**src/rtl/cnn_mnist_pkg.sv**
```systemverilog
`default_nettype none
// ============================================================================
// Module      : cnn_mnist_pkg
// Description : Shared constants and types for the MNIST CNN input path.
//               Image geometry, pixel width, BRAM word size and the state
//               type used by the image BRAM reader.
// Revision    : 1.0 - initial release
// ============================================================================
package cnn_mnist_pkg;

  localparam int unsigned PIX_W           = 8;
  localparam int unsigned MNIST_IMG_W     = 28;
  localparam int unsigned MNIST_IMG_H     = 28;
  localparam int unsigned BRAM_WORD_BYTES = 4;
  localparam int unsigned BRAM_DATA_W     = 32;

  typedef enum logic [1:0] {
    ST_IDLE = 2'd0,
    ST_RUN  = 2'd1,
    ST_DONE = 2'd2
  } rd_state_e;

endpackage
`default_nettype wire

```
**src/rtl/bram_rd_skid_fifo.sv**
```systemverilog
`default_nettype none
// ============================================================================
// Module      : bram_rd_skid_fifo
// Description : Two-entry, 32-bit word FIFO that absorbs BRAM read returns
//               while the pixel unpacker is stalled.
// Ports       : clk, rst_n      - clock, asynchronous active-low reset
//               flush           - synchronous clear to empty
//               push, din       - write one word
//               pop, dout       - drop the head word / head word value
//               full, empty     - occupancy flags
//               count           - number of stored words (0..2)
// Revision    : 1.0 - initial release
// ============================================================================
module bram_rd_skid_fifo (
  input  logic        clk,
  input  logic        rst_n,
  input  logic        flush,
  input  logic        push,
  input  logic [31:0] din,
  input  logic        pop,
  output logic [31:0] dout,
  output logic        full,
  output logic        empty,
  output logic [1:0]  count
);

  logic [31:0] mem [2];
  logic        wr_ptr;
  logic        rd_ptr;
  logic [1:0]  cnt;
  logic        do_push;
  logic        do_pop;

  // Guard both ends so a misbehaving producer/consumer cannot corrupt count.
  assign do_push = push && (cnt != 2'd2);
  assign do_pop  = pop && (cnt != 2'd0);

  always_ff @(posedge clk or negedge rst_n) begin
    if (!rst_n) begin
      wr_ptr <= 1'b0;
      rd_ptr <= 1'b0;
      cnt    <= 2'd0;
    end else if (flush) begin
      wr_ptr <= 1'b0;
      rd_ptr <= 1'b0;
      cnt    <= 2'd0;
    end else begin
      if (do_push) wr_ptr <= ~wr_ptr;
      if (do_pop)  rd_ptr <= ~rd_ptr;
      case ({do_push, do_pop})
        2'b10:   cnt <= cnt + 2'd1;
        2'b01:   cnt <= cnt - 2'd1;
        default: cnt <= cnt;
      endcase
    end
  end

  // Storage needs no reset: contents are only observed when count != 0.
  always_ff @(posedge clk) begin
    if (do_push && !flush) mem[wr_ptr] <= din;
  end

  assign dout  = mem[rd_ptr];
  assign full  = (cnt == 2'd2);
  assign empty = (cnt == 2'd0);
  assign count = cnt;

endmodule
`default_nettype wire

```
**src/rtl/input_image_bram_reader.sv**
```systemverilog
`default_nettype none
// ============================================================================
// Module      : input_image_bram_reader
// Description : Streams one image out of a 32-bit BRAM (4 pixels per word,
//               byte 0 first) as a valid/ready pixel stream with row and
//               frame markers.
// Ports       : clk, rst_n          - clock, asynchronous active-low reset
//               start, abort        - image request / synchronous flush
//               busy, done          - activity flag / end-of-image pulse
//               BRAM_PORTB_0_*      - read-only BRAM port (we/din tied off)
//               pix_data/valid/ready- pixel stream handshake
//               pix_last, row_last  - final pixel / last column markers
// Revision    : 1.0 - initial release
// ============================================================================
module input_image_bram_reader
  import cnn_mnist_pkg::*;
#(
  parameter logic [31:0] BASE_ADDR = 32'h0000_0000,
  parameter int unsigned IMG_W     = MNIST_IMG_W,
  parameter int unsigned IMG_H     = MNIST_IMG_H
) (
  input  logic             clk,
  input  logic             rst_n,
  input  logic             start,
  input  logic             abort,
  output logic             busy,
  output logic             done,
  output logic             BRAM_PORTB_0_clk,
  output logic [31:0]      BRAM_PORTB_0_addr,
  output logic             BRAM_PORTB_0_en,
  output logic [3:0]       BRAM_PORTB_0_we,
  output logic [31:0]      BRAM_PORTB_0_din,
  input  logic [31:0]      BRAM_PORTB_0_dout,
  output logic [PIX_W-1:0] pix_data,
  output logic             pix_valid,
  input  logic             pix_ready,
  output logic             pix_last,
  output logic             row_last
);

  localparam int unsigned NUM_WORDS = (IMG_W * IMG_H) / BRAM_WORD_BYTES;
  localparam int unsigned RD_W      = $clog2(NUM_WORDS + 1);
  localparam int unsigned COL_W     = (IMG_W > 1) ? $clog2(IMG_W) : 1;
  localparam int unsigned ROW_W     = (IMG_H > 1) ? $clog2(IMG_H) : 1;

  localparam logic [RD_W-1:0]  RD_END  = RD_W'(NUM_WORDS);
  localparam logic [COL_W-1:0] COL_MAX = COL_W'(IMG_W - 1);
  localparam logic [ROW_W-1:0] ROW_MAX = ROW_W'(IMG_H - 1);

  rd_state_e        state;
  rd_state_e        state_nxt;
  logic [RD_W-1:0]  rd_cnt;
  logic             rd_inflight;
  logic [1:0]       byte_idx;
  logic [COL_W-1:0] col;
  logic [ROW_W-1:0] row;

  logic             run;
  logic             hs;
  logic [2:0]       occupancy;
  logic             fifo_flush;
  logic             fifo_pop;
  logic [31:0]      fifo_dout;
  logic             fifo_full;
  logic             fifo_empty;
  logic [1:0]       fifo_count;

  assign run = (state == ST_RUN);

  // Credit check counts reads still in flight so a return always has a slot.
  assign occupancy = {1'b0, fifo_count} + {2'b00, rd_inflight};

  assign BRAM_PORTB_0_clk  = clk;
  assign BRAM_PORTB_0_we   = 4'b0000;
  assign BRAM_PORTB_0_din  = 32'h0000_0000;
  assign BRAM_PORTB_0_en   = run && !abort && !fifo_full &&
                             (rd_cnt != RD_END) && (occupancy < 3'd2);
  assign BRAM_PORTB_0_addr = BASE_ADDR + (32'(rd_cnt) * BRAM_WORD_BYTES);

  assign pix_valid = run && !fifo_empty;
  assign pix_data  = pix_valid ? fifo_dout[{byte_idx, 3'b000} +: PIX_W] : '0;
  assign row_last  = pix_valid && (col == COL_MAX);
  assign pix_last  = row_last && (row == ROW_MAX);
  assign hs        = pix_valid && pix_ready;

  // Leaving RUN for any reason drops whatever is buffered.
  assign fifo_flush = abort || !run;
  assign fifo_pop   = hs && (byte_idx == 2'd3);

  bram_rd_skid_fifo u_fifo (
    .clk   (clk),
    .rst_n (rst_n),
    .flush (fifo_flush),
    .push  (rd_inflight),
    .din   (BRAM_PORTB_0_dout),
    .pop   (fifo_pop),
    .dout  (fifo_dout),
    .full  (fifo_full),
    .empty (fifo_empty),
    .count (fifo_count)
  );

  always_ff @(posedge clk or negedge rst_n) begin
    if (!rst_n) begin
      state       <= ST_IDLE;
      rd_cnt      <= '0;
      rd_inflight <= 1'b0;
      byte_idx    <= 2'd0;
      col         <= '0;
      row         <= '0;
    end else begin
      state <= state_nxt;
      if (abort || !run) begin
        // Clearing rd_inflight discards a read return still on its way.
        rd_cnt      <= '0;
        rd_inflight <= 1'b0;
        byte_idx    <= 2'd0;
        col         <= '0;
        row         <= '0;
      end else begin
        rd_inflight <= BRAM_PORTB_0_en;
        if (BRAM_PORTB_0_en) rd_cnt <= rd_cnt + 1'b1;
        if (hs) begin
          byte_idx <= byte_idx + 2'd1;
          if (row_last) begin
            col <= '0;
            row <= pix_last ? '0 : row + 1'b1;
          end else begin
            col <= col + 1'b1;
          end
        end
      end
    end
  end

  always_comb begin
    state_nxt = state;
    busy      = 1'b0;
    done      = 1'b0;
    unique case (state)
      ST_IDLE: begin
        if (start) state_nxt = ST_RUN;
      end
      ST_RUN: begin
        busy = 1'b1;
        if (hs && pix_last) state_nxt = ST_DONE;
      end
      ST_DONE: begin
        busy      = 1'b1;
        done      = !abort;
        state_nxt = ST_IDLE;
      end
      default: state_nxt = ST_IDLE;
    endcase
    if (abort) state_nxt = ST_IDLE;
  end

endmodule
`default_nettype wire

```
**config.mk**
```make
export PLATFORM = sky130hd
export DESIGN_NAME = input_image_bram_reader
export DESIGN_NICKNAME = d
export VERILOG_FILES = /design/src/rtl/cnn_mnist_pkg.sv /design/src/rtl/bram_rd_skid_fifo.sv /design/src/rtl/input_image_bram_reader.sv
export SDC_FILE = /design/constraint.sdc
export NUM_CORES = 1
export LEC_CHECK = 0
export ABC_CLOCK_PERIOD_IN_PS = 3140
export BUFFER_PORTS_ARGS = -buffer_cell sky130_fd_sc_hd__buf_2
export CORE_AREA = 2 2 116 118
export CTS_CLUSTER_DIAMETER = 60
export CTS_CLUSTER_SIZE = 8
export DETAILED_ROUTE_END_ITERATION = 7
export DIE_AREA = 0 0 118 120
export PLACE_DENSITY = 0.56
export SLEW_MARGIN = 0
export SYNTH_ARGS = -nofsm -noshare
export SYNTH_HDL_FRONTEND = slang
export SYNTH_SLANG_ARGS = --single-unit
```
**constraint.sdc**
```tcl
create_clock -name clk -period 3.14 [get_ports clk]
set_input_delay 0.157 -clock clk [delete_from_list [all_inputs] [get_ports clk]]
set_output_delay 0.157 -clock clk [all_outputs]
set_load 0.01 [all_outputs]
```
==> impl_metrics.env, run 1 <==
export IMPL_maxUsedRoutingLayer="met4"
export IMPL_fillers=1234
export IMPL_multi_input_area_um2=1518
export IMPL_dr_wl_met2_um=4203
export IMPL_area_sequential_um2=2597
export IMPL_wl_met1_um=3471
export IMPL_synth_top_cell_area_share_pct=43.34
export IMPL_clkTransAtPathRegs_ns=0.07
export IMPL_cp_arrival_ns=2.15
export IMPL_grt_util_all_layers_pct=12.12
export IMPL_min_period_over_period_pct=73.61
export IMPL_synthesis_instances=327
export IMPL_layout_drive_gt1_share_pct=24.77
export IMPL_cp_data_required_time_ns=2.98
export IMPL_grt_start_max_net_pins=33
export IMPL_netlist_cell_type_count=50
export IMPL_r2r_slack_ns=0.99
export IMPL_ys_seq_area_share_pct=58.58
export IMPL_first_iter_violations=126
export IMPL_ios=120
export IMPL_grt_pass1_vias=2671
export IMPL_cts_hold_fix_buffers=33
export IMPL_power_mw=2.882
export IMPL_finalSetupTns_ns=0
export IMPL_post_cts_buffers=0
export IMPL_drtAntennaViolNets=0
export IMPL_fin_skew_ns=0.007187
export IMPL_p_leak_nw=2.212
export IMPL_drc=0
export IMPL_mostFrequentLayoutCells="64 x edfxtp_1, 60 x conb_1, 59 x buf_2, 33 x dlygate4sd3_1, 27 x dfrtp_1"
export IMPL_setup_violations=0
export IMPL_finalCriticalPeriod_ns=2.311
export IMPL_cts_tree="yes"
export IMPL_synth_top_area_cell="edfxtp_1"
export IMPL_grt_pass1_wl_um=13140
export IMPL_rsz0062_at_grt="no"
export IMPL_die_area_um2=14160
export IMPL_power_per_cell_area_nw_per_um2=533.9
export IMPL_end_kind="primary output"
export IMPL_antenna_found_initial=0
export IMPL_vias_per_cell=4.424
export IMPL_ctsResizeCount=0
export IMPL_hold_violations=0
export IMPL_final_util_pct=41.59
export IMPL_first_pass_iters=4
export IMPL_wl_um=8108
export IMPL_vias=2672
export IMPL_fp_row_count=42
export IMPL_cap_violations=0
export IMPL_outcome="finished, final reports clean"
export IMPL_synth_async_reset_ratio_pct=29.67
export IMPL_hold_ws_ns=0.06248
export IMPL_synth_edf_count=64
export IMPL_place_gp_congestion=0.7770
export IMPL_fp_coreArea_um2=12980
export IMPL_die_w_um=118
export IMPL_overflow=0
export IMPL_worstSetupPathType="reg2out"
export IMPL_wl_per_cell_um=13.42
export IMPL_ys_seq_elements=91
export IMPL_hold_path_class="in2reg"
export IMPL_layout_commonest_cell="edfxtp_1"
export IMPL_io_buffers=59
export IMPL_path_max_fanout=19
export IMPL_diodes=0
export IMPL_ys_warn_count=0
export IMPL_syn_to_final_growth_pct=21.76
export IMPL_fin_nets=469
export IMPL_syn_area_um2=4434
export IMPL_die_y_um=120
export IMPL_tightest_slew_ns=0.8431
export IMPL_relSlewSlack_pct=43.79
export IMPL_met3WireLength_um=335
export IMPL_irDropWorstVdd_uv=399.3
export IMPL_netlist_top_cells_area="edfxtp_1 43%, dfrtp_1 15%, buf_4 11%, mux4_2 8.1%, mux2i_1 2.9%"
export IMPL_yosys_most_used_dff="edfxtp_1"
export IMPL_initial_core_util_pct=34.16
export IMPL_fmax_mhz=432.7
export IMPL_final_max_slew_viol_count=0
export IMPL_startpoint_type="flop"
export IMPL_insertion_delay_ns=0.45
export IMPL_syn_area_per_cell_um2=13.56
export IMPL_dp_final_hpwl_um=5267
-- worst max-delay path, cell delays in order (launching register included) --
cell and delay (ns):
dfrtp_1 0.89, mux4_2 0.41, mux2i_1 0.14, nor2_1 0.08, buf_2 0.18
-- cells in the mapped netlist, types with 4 or more instances --
cell type and n:
nor2_1 21, ha_1 9, mux2i_1 13, nand3_1 8, a21oi_1 6, inv_1 9, dfrtp_1 27, edfxtp_1 64
buf_4 63, mux4_2 16, nand2_1 20, o21ai_0 9, o31ai_1 4, clkbuf_1 4
-- flip-flops by register name, indices dropped and copies added (netlist names), 2 cells and up --
signal	flops
rd_cnt	8
byte_idx	2
row	5
state	2
u_fifo.count	2
u_fifo.mem	64
col	5
-- through the flow --
stage          setup WS [ns]  cells  area (um^2)
4_1_cts               0.7393    604         5399
6_report              0.8287    604         5399
3_5_place_dp          0.9912    552         4701
2_1_floorplan        0.08062    386         4656
3_3_place_gp           1.044    552         4701
5_1_grt               0.6732    604         5399
-- layout make-up --
cell class,count,share of cell area (%)
clock inverters,7,1.251
repair buffers,95,12.05
multi-input cells,212,28.11
clock buffers,13,5.655
flip-flops and latches,91,48.11
inverters,10,0.7416
well taps,176,4.079
-- power by group --
part           total (mW)  switching, mW  internal [mW]
Clock                1.25          0.523          0.730
Combinational       0.288          0.173          0.116
Sequential           1.34         0.0209           1.32
Total                2.88          0.717           2.17
-- layer usage --
layer,GRT usage [%],vias to the layer above
met2,20.89,89
met1,14.11,1309
met5,0,-
met3,2.994,8
li1,-,1266
met4,6.024,0
-- final timing paths --
check                                             start                         end  depth (start not counted)
worst max-delay path            byte_idx[0]$_DFFE_PN0P_                 pix_data[1]                          4
max in group asynchronous                         rst_n   u_fifo.rd_ptr$_DFFE_PN0P_                          2
worst max register to register     state[1]$_DFFE_PN0P_  u_fifo.mem[0][7]$_DFFE_PP_                          6
min in group asynchronous                         rst_n       rd_cnt[5]$_DFFE_PN0P_                          2
worst min register to register       row[4]$_DFFE_PN0P_          row[4]$_DFFE_PN0P_                          1
worst min-delay path                              abort        state[0]$_DFFE_PN0P_                          3
-- cells by family after synthesis --
family          synth area share, %
flops                         58.58
buf+inv                       12.53
simple gates                  8.550
compound gates                5.672
mux                           11.06
fa+ha+maj                     2.540
xor+xnor                     0.9878
other cells                 0.08457
Power figures use the tool's default switching activity.
==> inputs of run 2 (changes only) <==
ABC_CLOCK_PERIOD_IN_PS = 2200   (was 3140)
PLACE_DENSITY = 0.54   (was 0.56)
clock period = 2.2 ns   (was 3.14 ns; I/O delays follow)
==> impl_metrics.env, run 2 (synthesized netlist as in run 1, its figures left out) <==
export IMPL_whs_path_depth=3
export IMPL_power_per_cell_area_nw_per_um2=742.7
export IMPL_finalCriticalPeriod_ns=2.063
export IMPL_grt_pass1_wl_um=13700
export IMPL_die_area_um2=14160
export IMPL_drc=0
export IMPL_min_period_over_period_pct=93.78
export IMPL_outcome="finished, final reports clean"
export IMPL_wl_um=8426
export IMPL_syn_to_final_growth_pct=24.27
export IMPL_grt_pass1_vias=2772
export IMPL_diodes=0
export IMPL_cp_slowest_stage_delay_ns=0.46
export IMPL_clkTransAtPathRegs_ns=0.07
export IMPL_end_kind="primary output"
export IMPL_tightest_slew_ns=0.6558
export IMPL_postLayoutCellArea_um2=5510
export IMPL_fin_nets=475
export IMPL_largest_register_ffs=64
export IMPL_finalSetupTns_ns=0
export IMPL_hold_ws_ns=0.03971
export IMPL_setup_violations=0
export IMPL_relSlewSlack_pct=56.28
export IMPL_first_pass_iters=4
export IMPL_dp_final_hpwl_um=5583
export IMPL_vias_per_cell=4.380
export IMPL_layout_drive_gt1_share_pct=25.58
export IMPL_overflow=0
export IMPL_final_max_slew_viol_count=0
export IMPL_cap_violations=0
export IMPL_irDropWorstVdd_uv=458.2
export IMPL_die_w_um=118
export IMPL_grt_start_max_net_pins=33
export IMPL_rsz0062_at_grt="no"
export IMPL_largest_register="u_fifo.mem"
export IMPL_drtAntennaViolNets=0
export IMPL_cts_tree="yes"
export IMPL_place_gp_congestion=0.7600
export IMPL_rr_worst_depth=6
export IMPL_path_max_fanout=5
export IMPL_fp_coreArea_um2=12980
export IMPL_crit_path_top_delay_cell="or3_4"
export IMPL_placed_area_um2=4781
export IMPL_hold_path_class="in2reg"
export IMPL_initial_core_util_pct=34.16
export IMPL_hold_violations=0
export IMPL_vias=2672
export IMPL_cp_data_required_time_ns=2.09
export IMPL_grt_util_all_layers_pct=12.75
export IMPL_fp_row_count=42
export IMPL_mostFrequentLayoutCells="64 x edfxtp_1, 60 x conb_1, 59 x buf_2, 35 x dlygate4sd3_1, 27 x dfrtp_1"
export IMPL_worstSetupPathType="reg2out"
export IMPL_wl_per_cell_um=13.81
export IMPL_p_leak_nw=2.248
export IMPL_die_y_um=120
export IMPL_insertion_delay_ns=0.45
export IMPL_antenna_found_initial=0
export IMPL_power_mw=4.092
export IMPL_layout_commonest_cell="edfxtp_1"
export IMPL_path_cells="ha_1, nand4b_1, or3_4, inv_1, buf_2"
export IMPL_post_cts_buffers=0
export IMPL_startpoint_type="flop"
export IMPL_cp_arrival_ns=1.95
export IMPL_fin_skew_ns=0.005406
export IMPL_reg_largest_list="u_fifo.mem: 64 flops, rd_cnt: 8 flops"
export IMPL_fillers=1224
export IMPL_io_buffers=59
export IMPL_ios=120
export IMPL_first_iter_violations=163
export IMPL_fmax_mhz=484.7
==> run 2: cell types whose count changed in the layout (fill, tap and decap cells not counted), sizes merged <==
cell | before | now
buf | 63 | 67
dlygate4sd3 | 33 | 35
inv | 14 | 12
clkbuf | 12 | 13
clkinv | 2 | 3
==> run 2: cell type report <==
| cell class | count | area, um^2 | share of cell area (%) |
|---|---|---|---|
| inverter | 10 | 40.04 | 0.7266 |
| multi-input combinational | 212 | 1543 | 28.00 |
| sequential | 91 | 2597 | 47.14 |
| clock buffer | 14 | 309.0 | 5.609 |
| timing repair buffer | 101 | 750.7 | 13.62 |
| tap | 176 | 220.2 | 3.996 |
| clock inverter | 6 | 50.05 | 0.9083 |
==> run 2: per-layer routing <==
metal / global-route usage, % / vias up / routed length (um)
met5: 0 / - / 0
met4: 7.907 / 0 / 208
met3: 3.470 / 15 / 369
met2: 21.15 / 88 / 4160
met1: 14.72 / 1290 / 3688
li1: - / 1279 / -
==> run 2: worst paths after layout <==
path	start	end	slack, ns
worst max register to register	state[1]$_DFFE_PN0P_	u_fifo.mem[1][30]$_DFFE_PP_	0.34
worst min-delay path	start	state[1]$_DFFE_PN0P_	0.04
min in group asynchronous	rst_n	row[2]$_DFFE_PN0P_	0.24
worst max-delay path	col[0]$_DFFE_PN0P_	pix_last	0.14
worst min register to register	row[4]$_DFFE_PN0P_	row[4]$_DFFE_PN0P_	0.50
max in group asynchronous	rst_n	byte_idx[1]$_DFFE_PN0P_	1.54
==> run 2: metrics by stage <==
step                      utilization [%]  std cells  setup slack, ns
after floorplan                         -        386         0.005412
after global placement              36.83        556           0.3135
after detailed placement            36.83        556           0.2764
after CTS                           42.32        610        0.0008034
after global routing                42.45        610          0.02400
final                               42.45        610           0.1368
==> run 2: power breakdown <==
| group | internal, mW | total (mW) | switching, mW | leakage, nW |
|---|---|---|---|---|
| logic | 0.187 | 0.440 | 0.253 | 1.12 |
| registers | 1.88 | 1.92 | 0.0335 | 0.951 |
| clock network | 1.02 | 1.73 | 0.711 | 0.176 |
| total | 3.09 | 4.09 | 0.997 | 2.25 |
==> run 2: repair_timing <==
item,4_1_cts,5_1_grt
hold buffers,35,0
hold endpoints to repair,94,0
resized for setup,1,3
pin swaps,0,0
endpoints found under the setup margin,1,1
==> run 2: worst max-delay path, delay by kind of cell (launching register included) <==
family	cells	cell delay, ns
adders and majority gates	1	0.24
buffers and inverters	2	0.18
DFF	1	0.39
and+or+nand+nor	2	0.70
==> inputs of run 3 (changes only) <==
==> constraint.sdc (replaced) <==
create_clock -name clk -period 2.2 [get_ports clk]
set_input_delay 0.22 -clock clk [delete_from_list [all_inputs] [get_ports clk]]
set_output_delay 0.22 -clock clk [all_outputs]
set_load 0.01 [all_outputs]
==> impl_metrics.env, run 3 (synthesized netlist as in run 1, its figures left out) <==
export IMPL_power_per_cell_area_nw_per_um2=742.0
export IMPL_die_w_um=118
export IMPL_min_period_over_period_pct=97.40
export IMPL_overflow=0
export IMPL_fp_row_count=42
export IMPL_placed_area_um2=4773
export IMPL_fp_coreArea_um2=12980
export IMPL_rsz0062_at_grt="yes"
export IMPL_holdCritStartpoint="pix_ready"
export IMPL_hold_violations=0
export IMPL_io_buffers=59
export IMPL_r2r_slack_ns=0.31
export IMPL_p_sw_share_pct=24.76
export IMPL_die_area_um2=14160
export IMPL_drtAntennaViolNets=0
export IMPL_seqPwrFrac_pct=46.5
export IMPL_netSwitchingPower_mw=1.020
export IMPL_grt_pass1_wl_um=13740
export IMPL_power_share_clock_pct=43.1
export IMPL_initial_core_util_pct=34.16
export IMPL_end_kind="primary output"
export IMPL_dp_final_hpwl_um=5542
export IMPL_rr_worst_depth=6
export IMPL_fin_skew_ns=0.006434
export IMPL_vias=2691
export IMPL_fin_nets=478
export IMPL_wl_um=8590
export IMPL_setup_violations=0
export IMPL_vias_per_cell=4.390
export IMPL_place_gp_congestion=0.7444
export IMPL_layout_commonest_cell="edfxtp_1"
export IMPL_finalSetupTns_ns=0
export IMPL_wl_per_cell_um=14.01
export IMPL_grt_util_all_layers_pct=12.95
export IMPL_drc=0
export IMPL_r2r_start="state[1]$_DFFE_PN0P_"
export IMPL_first_pass_iters=4
export IMPL_irDropWorstVdd_uv=670.1
export IMPL_final_util_pct=42.76
export IMPL_cts_tree="yes"
export IMPL_clkTransAtPathRegs_ns=0.06
export IMPL_die_y_um=120
export IMPL_power_frac_comb_pct=10.4
export IMPL_antenna_found_initial=0
export IMPL_cap_violations=0
export IMPL_relSlewSlack_pct=57.10
export IMPL_startpoint_type="flop"
export IMPL_hold_path_class="in2reg"
export IMPL_crit_start="u_fifo.rd_ptr$_DFFE_PN0P_"
export IMPL_cp_data_required_time_ns=1.98
export IMPL_whs_path_depth=3
export IMPL_first_iter_violations=164
export IMPL_reg_largest_list="u_fifo.mem: 64 flops, rd_cnt: 8 flops"
export IMPL_intPower_mw=3.099
export IMPL_worstSetupPathType="reg2out"
export IMPL_largest_register_ffs=64
export IMPL_diodes=0
export IMPL_outcome="finished, final reports clean"
export IMPL_syn_to_final_growth_pct=25.17
export IMPL_layout_drive_gt1_share_pct=27.00
export IMPL_ios=120
export IMPL_tightest_slew_ns=0.6435
export IMPL_finalCriticalPeriod_ns=2.143
export IMPL_largest_register="u_fifo.mem"
export IMPL_mostFrequentLayoutCells="64 x edfxtp_1, 60 x conb_1, 59 x buf_2, 33 x dlygate4sd3_1, 26 x dfrtp_1"
export IMPL_final_max_slew_viol_count=0
export IMPL_insertion_delay_ns=0.45
export IMPL_grt_start_max_net_pins=33
export IMPL_cp_arrival_ns=1.92
export IMPL_p_leak_nw=2.269
export IMPL_fmax_mhz=466.7
export IMPL_postLayoutCellArea_um2=5550
export IMPL_fillers=1223
export IMPL_path_max_fanout=8
export IMPL_grt_pass1_vias=2769
[run 3: what timing repair did]
action / CTS / global route
gates resized for setup: 1 / 4
hold buffers: 33 / 0
buffers inserted: 0 / 5
hold endpoints to repair: 91 / 0
setup endpoints to repair: 9 / 9
pin swaps: 0 / 7
cloned: 0 / 1
[run 3: power by group through the flow]
stage	registers (mW)	clock network (mW)	logic, mW
final	1.92	1.77	0.429
after global placement	1.95	0.0275	0.378
after floorplan	1.94	0.0375	0.336
after detailed placement	1.95	0.0275	0.384
after global routing	1.92	1.90	0.476
after CTS	1.91	1.84	0.430
[run 3: per-layer routing]
metal	global-route usage, %	routed length [um]
met5	0	0
met4	6.702	103
met3	4.230	427
met2	22.49	4367
met1	14.14	3692
[run 3: path summary, 6_finish.rpt]
path | endpoint
min in group asynchronous | rd_cnt[6]$_DFFE_PN0P_
worst max register to register | u_fifo.mem[1][11]$_DFFE_PP_
max in group asynchronous | u_fifo.rd_ptr$_DFFE_PN0P_
worst max-delay path | pix_data[2]
worst min register to register | row[4]$_DFFE_PN0P_
worst min-delay path | row[4]$_DFFE_PN0P_
[run 3: through the flow]
stage	cells	setup WS (ns)	hold slack, ns	power (mW)
after floorplan	386	0.005412	-0.07559	2.315
after global placement	555	0.3286	0.2887	2.354
after detailed placement	555	0.2525	0.2940	2.362
after CTS	607	-0.02709	0.08378	4.180
after global routing	613	-0.07670	0.1187	4.296
final	613	0.05712	0.1003	4.118
[run 3: critical path, cell delays in order, from the launching register on]
cell and delay [ns]:
dfrtp_2 0.44, buf_12 0.16, mux4_2 0.50, mux2i_1 0.17, nor2_1 0.07, buf_2 0.14
[run 3: area by class of cell]
cell class,count,area (um^2),area share (%)
inverter,10,40.04,0.7214
multi-input combinational,212,1538,27.71
timing repair buffer,104,785.8,14.16
tap,176,220.2,3.968
sequential,91,2599,46.82
clock buffer,14,309.0,5.568
clock inverter,6,58.81,1.060
